$ cat config.mk
export PLATFORM = sky130hd
export DESIGN_NAME = multiword_add_seq
export DESIGN_NICKNAME = d
export VERILOG_FILES = /design/src/rtl/multiword_add_seq_pkg.sv /design/src/rtl/multiword_add_seq_hybridadder8.sv /design/src/rtl/multiword_add_seq.sv
export SDC_FILE = /design/constraint.sdc
export NUM_CORES = 1
export LEC_CHECK = 0
export ABC_CLOCK_PERIOD_IN_PS = 1800
export BUFFER_PORTS_ARGS = -buffer_cell sky130_fd_sc_hd__buf_2
export CAP_MARGIN = 40
export CORE_MARGIN = 5
export CORE_UTILIZATION = 51
export CTS_BUF_LIST = sky130_fd_sc_hd__clkbuf_4
export DETAILED_ROUTE_END_ITERATION = 6
export GPL_ROUTABILITY_DRIVEN = 0
export PLACE_DENSITY_LB_ADDON = 0.08
export SLEW_MARGIN = 5
export SYNTH_ARGS = -nofsm -noshare
export SYNTH_HDL_FRONTEND = slang
export SYNTH_HIERARCHICAL = 1
export SYNTH_SLANG_ARGS = --single-unit
$ cat constraint.sdc
create_clock -name clk -period 1.8 [get_ports clk]
set_input_delay 0 -clock clk [delete_from_list [all_inputs] [get_ports clk]]
set_output_delay 0 -clock clk [all_outputs]
set_load 0.02 [all_outputs]
$ cat src/rtl/multiword_add_seq_pkg.sv
// Shared types and helpers for the sequential multi-byte adder.
package multiword_add_seq_pkg;

    localparam int unsigned BYTE_W = 8;

    typedef enum logic [1:0] {StIdle, StRun, StDone} state_e;

    function automatic int unsigned idx_width(input int unsigned nbytes);
        return $clog2(nbytes + 1);
    endfunction

endpackage

$ cat src/rtl/multiword_add_seq_hybridadder8.sv
// 8-bit hybrid adder slice: 4-bit carry-lookahead groups with ripple between the two nibbles.
module hybridadder8_struct
    import multiword_add_seq_pkg::*;
(
    input  logic [BYTE_W-1:0] a,
    input  logic [BYTE_W-1:0] b,
    input  logic              c0,
    output logic [BYTE_W-1:0] si,
    output logic              c8
);

    function automatic logic [3:0] cla4(input logic [3:0] g, input logic [3:0] p, input logic ci);
        logic [3:0] c;
        c[0] = g[0] | (p[0] & ci);
        c[1] = g[1] | (p[1] & g[0]) | (p[1] & p[0] & ci);
        c[2] = g[2] | (p[2] & g[1]) | (p[2] & p[1] & g[0]) | (p[2] & p[1] & p[0] & ci);
        c[3] = g[3] | (p[3] & g[2]) | (p[3] & p[2] & g[1]) | (p[3] & p[2] & p[1] & g[0]) |
               (p[3] & p[2] & p[1] & p[0] & ci);
        return c;
    endfunction

    logic [BYTE_W-1:0] g;
    logic [BYTE_W-1:0] p;
    logic [3:0]        c_lo;
    logic [3:0]        c_hi;

    assign g    = a & b;
    assign p    = a ^ b;
    assign c_lo = cla4(g[3:0], p[3:0], c0);
    assign c_hi = cla4(g[7:4], p[7:4], c_lo[3]);
    assign si   = p ^ {c_hi[2:0], c_lo[3], c_lo[2:0], c0};
    assign c8   = c_hi[3];

endmodule

$ cat src/rtl/multiword_add_seq.sv
// Sequential W-bit add/subtract: one 8-bit slice reused over NBYTES cycles, LSB byte first.
module multiword_add_seq
    import multiword_add_seq_pkg::*;
#(
    parameter int unsigned NBYTES = 4
) (
    input  logic                     clk,
    input  logic                     rst_n,
    input  logic                     in_valid,
    output logic                     in_ready,
    input  logic [BYTE_W*NBYTES-1:0] a,
    input  logic [BYTE_W*NBYTES-1:0] b,
    input  logic                     cin,
    input  logic                     sub,
    output logic                     out_valid,
    input  logic                     out_ready,
    output logic [BYTE_W*NBYTES-1:0] sum,
    output logic                     cout,
    output logic                     ovf
);

    localparam int unsigned W  = BYTE_W * NBYTES;
    localparam int unsigned IW = idx_width(NBYTES);
    localparam logic [IW-1:0] LastIdx = IW'(NBYTES - 1);

    state_e        state_q, state_d;
    logic [W-1:0]  a_sh_q, a_sh_d;
    logic [W-1:0]  b_sh_q, b_sh_d;
    logic [W-1:0]  sum_q, sum_d;
    logic [IW-1:0] idx_q, idx_d;
    logic          carry_q, carry_d;
    logic          a_msb_q, a_msb_d;
    logic          b_msb_q, b_msb_d;
    logic          ovf_q, ovf_d;

    logic [W-1:0]      b_eff;
    logic [BYTE_W-1:0] slice_sum;
    logic              slice_c8;

    assign b_eff = sub ? ~b : b;

    hybridadder8_struct u_slice (
        .a  (a_sh_q[BYTE_W-1:0]),
        .b  (b_sh_q[BYTE_W-1:0]),
        .c0 (carry_q),
        .si (slice_sum),
        .c8 (slice_c8)
    );

    always_comb begin
        state_d = state_q;
        a_sh_d  = a_sh_q;
        b_sh_d  = b_sh_q;
        sum_d   = sum_q;
        idx_d   = idx_q;
        carry_d = carry_q;
        a_msb_d = a_msb_q;
        b_msb_d = b_msb_q;
        ovf_d   = ovf_q;
        unique case (state_q)
            StIdle: begin
                if (in_valid) begin
                    a_sh_d  = a;
                    b_sh_d  = b_eff;
                    carry_d = sub | cin;
                    a_msb_d = a[W-1];
                    b_msb_d = b_eff[W-1];
                    idx_d   = '0;
                    state_d = StRun;
                end
            end
            StRun: begin
                a_sh_d  = a_sh_q >> BYTE_W;
                b_sh_d  = b_sh_q >> BYTE_W;
                // Result bytes enter at the top so the LSB byte ends up at bit 0.
                sum_d   = (sum_q >> BYTE_W) | (W'(slice_sum) << (W - BYTE_W));
                carry_d = slice_c8;
                idx_d   = idx_q + IW'(1);
                if (idx_q == LastIdx) begin
                    ovf_d   = (a_msb_q == b_msb_q) && (slice_sum[BYTE_W-1] != a_msb_q);
                    state_d = StDone;
                end
            end
            StDone: begin
                if (out_ready) state_d = StIdle;
            end
            default: state_d = StIdle;
        endcase
    end

    always_ff @(posedge clk or negedge rst_n) begin
        if (!rst_n) begin
            state_q <= StIdle;
            a_sh_q  <= '0;
            b_sh_q  <= '0;
            sum_q   <= '0;
            idx_q   <= '0;
            carry_q <= 1'b0;
            a_msb_q <= 1'b0;
            b_msb_q <= 1'b0;
            ovf_q   <= 1'b0;
        end else begin
            state_q <= state_d;
            a_sh_q  <= a_sh_d;
            b_sh_q  <= b_sh_d;
            sum_q   <= sum_d;
            idx_q   <= idx_d;
            carry_q <= carry_d;
            a_msb_q <= a_msb_d;
            b_msb_q <= b_msb_d;
            ovf_q   <= ovf_d;
        end
    end

    assign in_ready  = (state_q == StIdle);
    assign out_valid = (state_q == StDone);
    assign sum       = sum_q;
    assign cout      = carry_q;
    assign ovf       = ovf_q;

endmodule

==> qor.yml <==
clock_network:
  cts_tree: "done"
  insertion_delay_ns: 0.44
  clockBufferDepth: 2
  clkTransAtPathRegs_ns: 0.16
  cts_sinks: 105
  h-tree-depth: 3
  cts_buffers: 9
  clockRootBuffer: "clkbuf_4"
placement:
  placed_area_um2: 5700
  hpwlAfterDp_mm: 7.81
  portBuffers: 105
  placed_cells: 753
  post-place-ws_ns: -0.284
synthesis:
  yosysWarnings: 6
  synth_edf_count: 0
  synth_ff_type: "dfrtp_1"
  ys_seq_area_share_pct: 53.6
  netlist.top_cell.by_area: "dfrtp_1"
  netlist_area_um2: 4900
  syn-num-nets: 606
  yosys_register_bits: 105
  yosysTopAreaCellShare_pct: 53.6
  syn_inst: 524
  yosys-top-cells-area: "dfrtp_1 54%, nand2_1 13%, nand3_1 6.8%"
  async_flop_share_pct: 100
  synth.most_common_cell: "nand2_1"
  yosys-top-cells-count: "174 x nand2_1, 105 x dfrtp_1, 67 x nand3_1"
  synth.avg_cell_area_um2: 9.35
  synth_cell_types: 29
power_and_ir_drop:
  total_power_mw: 10.9
  p_switching_mw: 4.59
  p_seq_share_pct: 37.3
  leakage_nw: 3.34
  p_per_area_nw_per_um2: 1640
  power_frac_comb_pct: 50.5
  power.internal_mw: 6.27
  vdd_drop_max_uv: 1090
  p_sw_share_pct: 42.3
  p_clk_share_pct: 12.3
sta:
  setup_violations: 3
  layout_worst_path_cycle_share_pct: 111
  worst_pin_slew_ns: 0.444
  fin_skew_ns: 0.0167
  finalSetupTns_ns: -0.368
  min_period_ns: 2.00
  report.final.slew_viol_count: 0
  finalHoldViolations: 0
  setup_ws_ns: -0.197
  slew_headroom_pct: 70.3
  whs_ns: 0.0192
  fmaxAchievable_mhz: 501
  rsz0062_at_grt: "true"
route:
  vias: 4329
  drt_wl_total_mm: 12.2
  drt-vias-per-instance: 5.15
  drc: 0
  drtPass1Iterations: 4
  wl_per_cell_um: 14.5
  drt-initial-drc-count: 231
  ant_nets: 0
worst_setup_path:
  arrival_ns: 2.31
  crit_type: "flop to flop"
  worstPathRequired_ns: 2.12
  startpoint_type: "flop"
  cp-end-kind: "flop"
  cp_max_fo: 2
die:
  dieArea_um2: 11700
  die_w_um: 108
  num_rows: 35
  start_util_pct: 52.8
  die_h_um: 108
  coreArea_um2: 9280
  io_pins: 106
grt:
  grt_max_degree: 65
  gr-usage-all-layers_pct: 21.7
  grt_pass1_wl_mm: 20.3
  antenna_found_initial: 0
  overflow: 0
  first_global_vias: 4357
final_layout:
  fin_cells: 840
  postLayoutCellArea_um2: 6610
  area_growth_syn_to_layout_pct: 34.8
  utilization_pct: 71.2
  nets: 787
  drive_gt1_share_pct: 23.4
hold_path:
  hp-class: "input pin to async pin"
outcome:
  status: "finished, violations left"
  violations: "negative setup slack"
job:
  maxCapViolations: 0
## cell families after synthesis
group	Yosys count	synth area share, %
xor+xnor	38	6.79
compound gates	48	8.07
buf+inv	43	4.54
flops	105	53.6
simple gates	278	23.6
fa+ha+maj	12	3.37
## registers in the layout, summed over array words and instances (netlist names)
register  cells
a_msb_q       1
a_sh_q       32
b_msb_q       1
b_sh_q       32
cout          1
idx_q         3
ovf           1
state_q       2
sum          32
## timing repair
| item | CTS | global route |
|---|---|---|
| endpoints found under the setup margin | 4 | 6 |
| endpoints found under the hold margin | 173 | 0 |
| hold buffers | 68 | 0 |
| pin swaps | 9 | 5 |
| resized for setup | 2 | 6 |
| setup buffers | 2 | 1 |
## path summary, 6_finish.rpt
| check | start | to | slack, ns | cells after the start |
|---|---|---|---|---|
| worst max register to register | b_sh_q[0] | ovf | -0.20 | 8 |
| min in group clk | sub | b_sh_q[28] | 0.14 | 4 |
| max in group asynchronous | rst_n | b_sh_q[17] | 1.12 | 3 |
| worst max-delay path | b_sh_q[0] | ovf | -0.20 | 8 |
| worst min-delay path | rst_n | sum[2] | 0.02 | 2 |
| worst min register to register | sum[1] | sum[1] | 0.49 | 2 |
## power by group through the flow
stage / combinational (mW) / sequential [mW] / clock [mW]
3_3_place_gp: 5.13 / 4.03 / 0
6_report: 5.48 / 4.04 / 1.33
5_1_grt: 6.16 / 4.16 / 1.46
2_1_floorplan: 3.12 / 4.37 / 0
4_1_cts: 5.44 / 4.02 / 1.38
3_5_place_dp: 5.25 / 4.08 / 0
## cell usage in the layout, fill, tap and decap left out, types with 2 or more instances in the layout
cell type	Yosys	layout
a21oi_1	3	2
a21oi_2	1	2
a221o_1	24	24
a31oi_1	2	2
buf_12	0	4
buf_2	19	104
buf_4	0	29
bufinv_16	0	2
clkbuf_4	0	9
dfrtp_1	105	105
dlygate4sd3_1	0	68
ha_1	10	8
ha_4	0	2
inv_1	7	7
nand2_1	174	174
nand3_1	67	67
nor2_1	28	28
nor3_1	3	3
o21ai_0	4	2
o21ai_1	8	9
o21bai_1	3	2
xnor2_1	34	34
xor2_1	4	4
## critical path, cell delays in order, from the launching register on
cell and delay, ns:
dfrtp_1 0.41, ha_1 0.31, a21oi_2 0.17, o2111ai_2 0.17
o31ai_4 0.25, xnor2_1 0.17, and3b_1 0.22, a21oi_2 0.10
a31oi_1 0.08
## routing by layer
layer | share of wire (%) | up-vias | GRT usage (%) | wire length [um]
met5 | 0 | - | 0 | 0
met1 | 44 | 2062 | 28.6 | 5310
met4 | 2.4 | 0 | 8.48 | 298
met3 | 4.5 | 26 | 3.16 | 546
met2 | 50 | 136 | 36.2 | 6030
li1 | - | 2105 | - | -
## cell type report
| cell class | instances | area [um^2] |
|---|---|---|
| well taps | 129 | 161 |
| diodes | 1 | 2.50 |
| multi-input cells | 376 | 2110 |
| clock inverters | 7 | 93.8 |
| flip-flops and latches | 105 | 2630 |
| repair buffers | 206 | 1510 |
| inverters | 7 | 26.3 |
| clock buffers | 9 | 67.6 |
| fillers | 721 | 2680 |
Note: power is estimated with default switching activity, not from simulation.
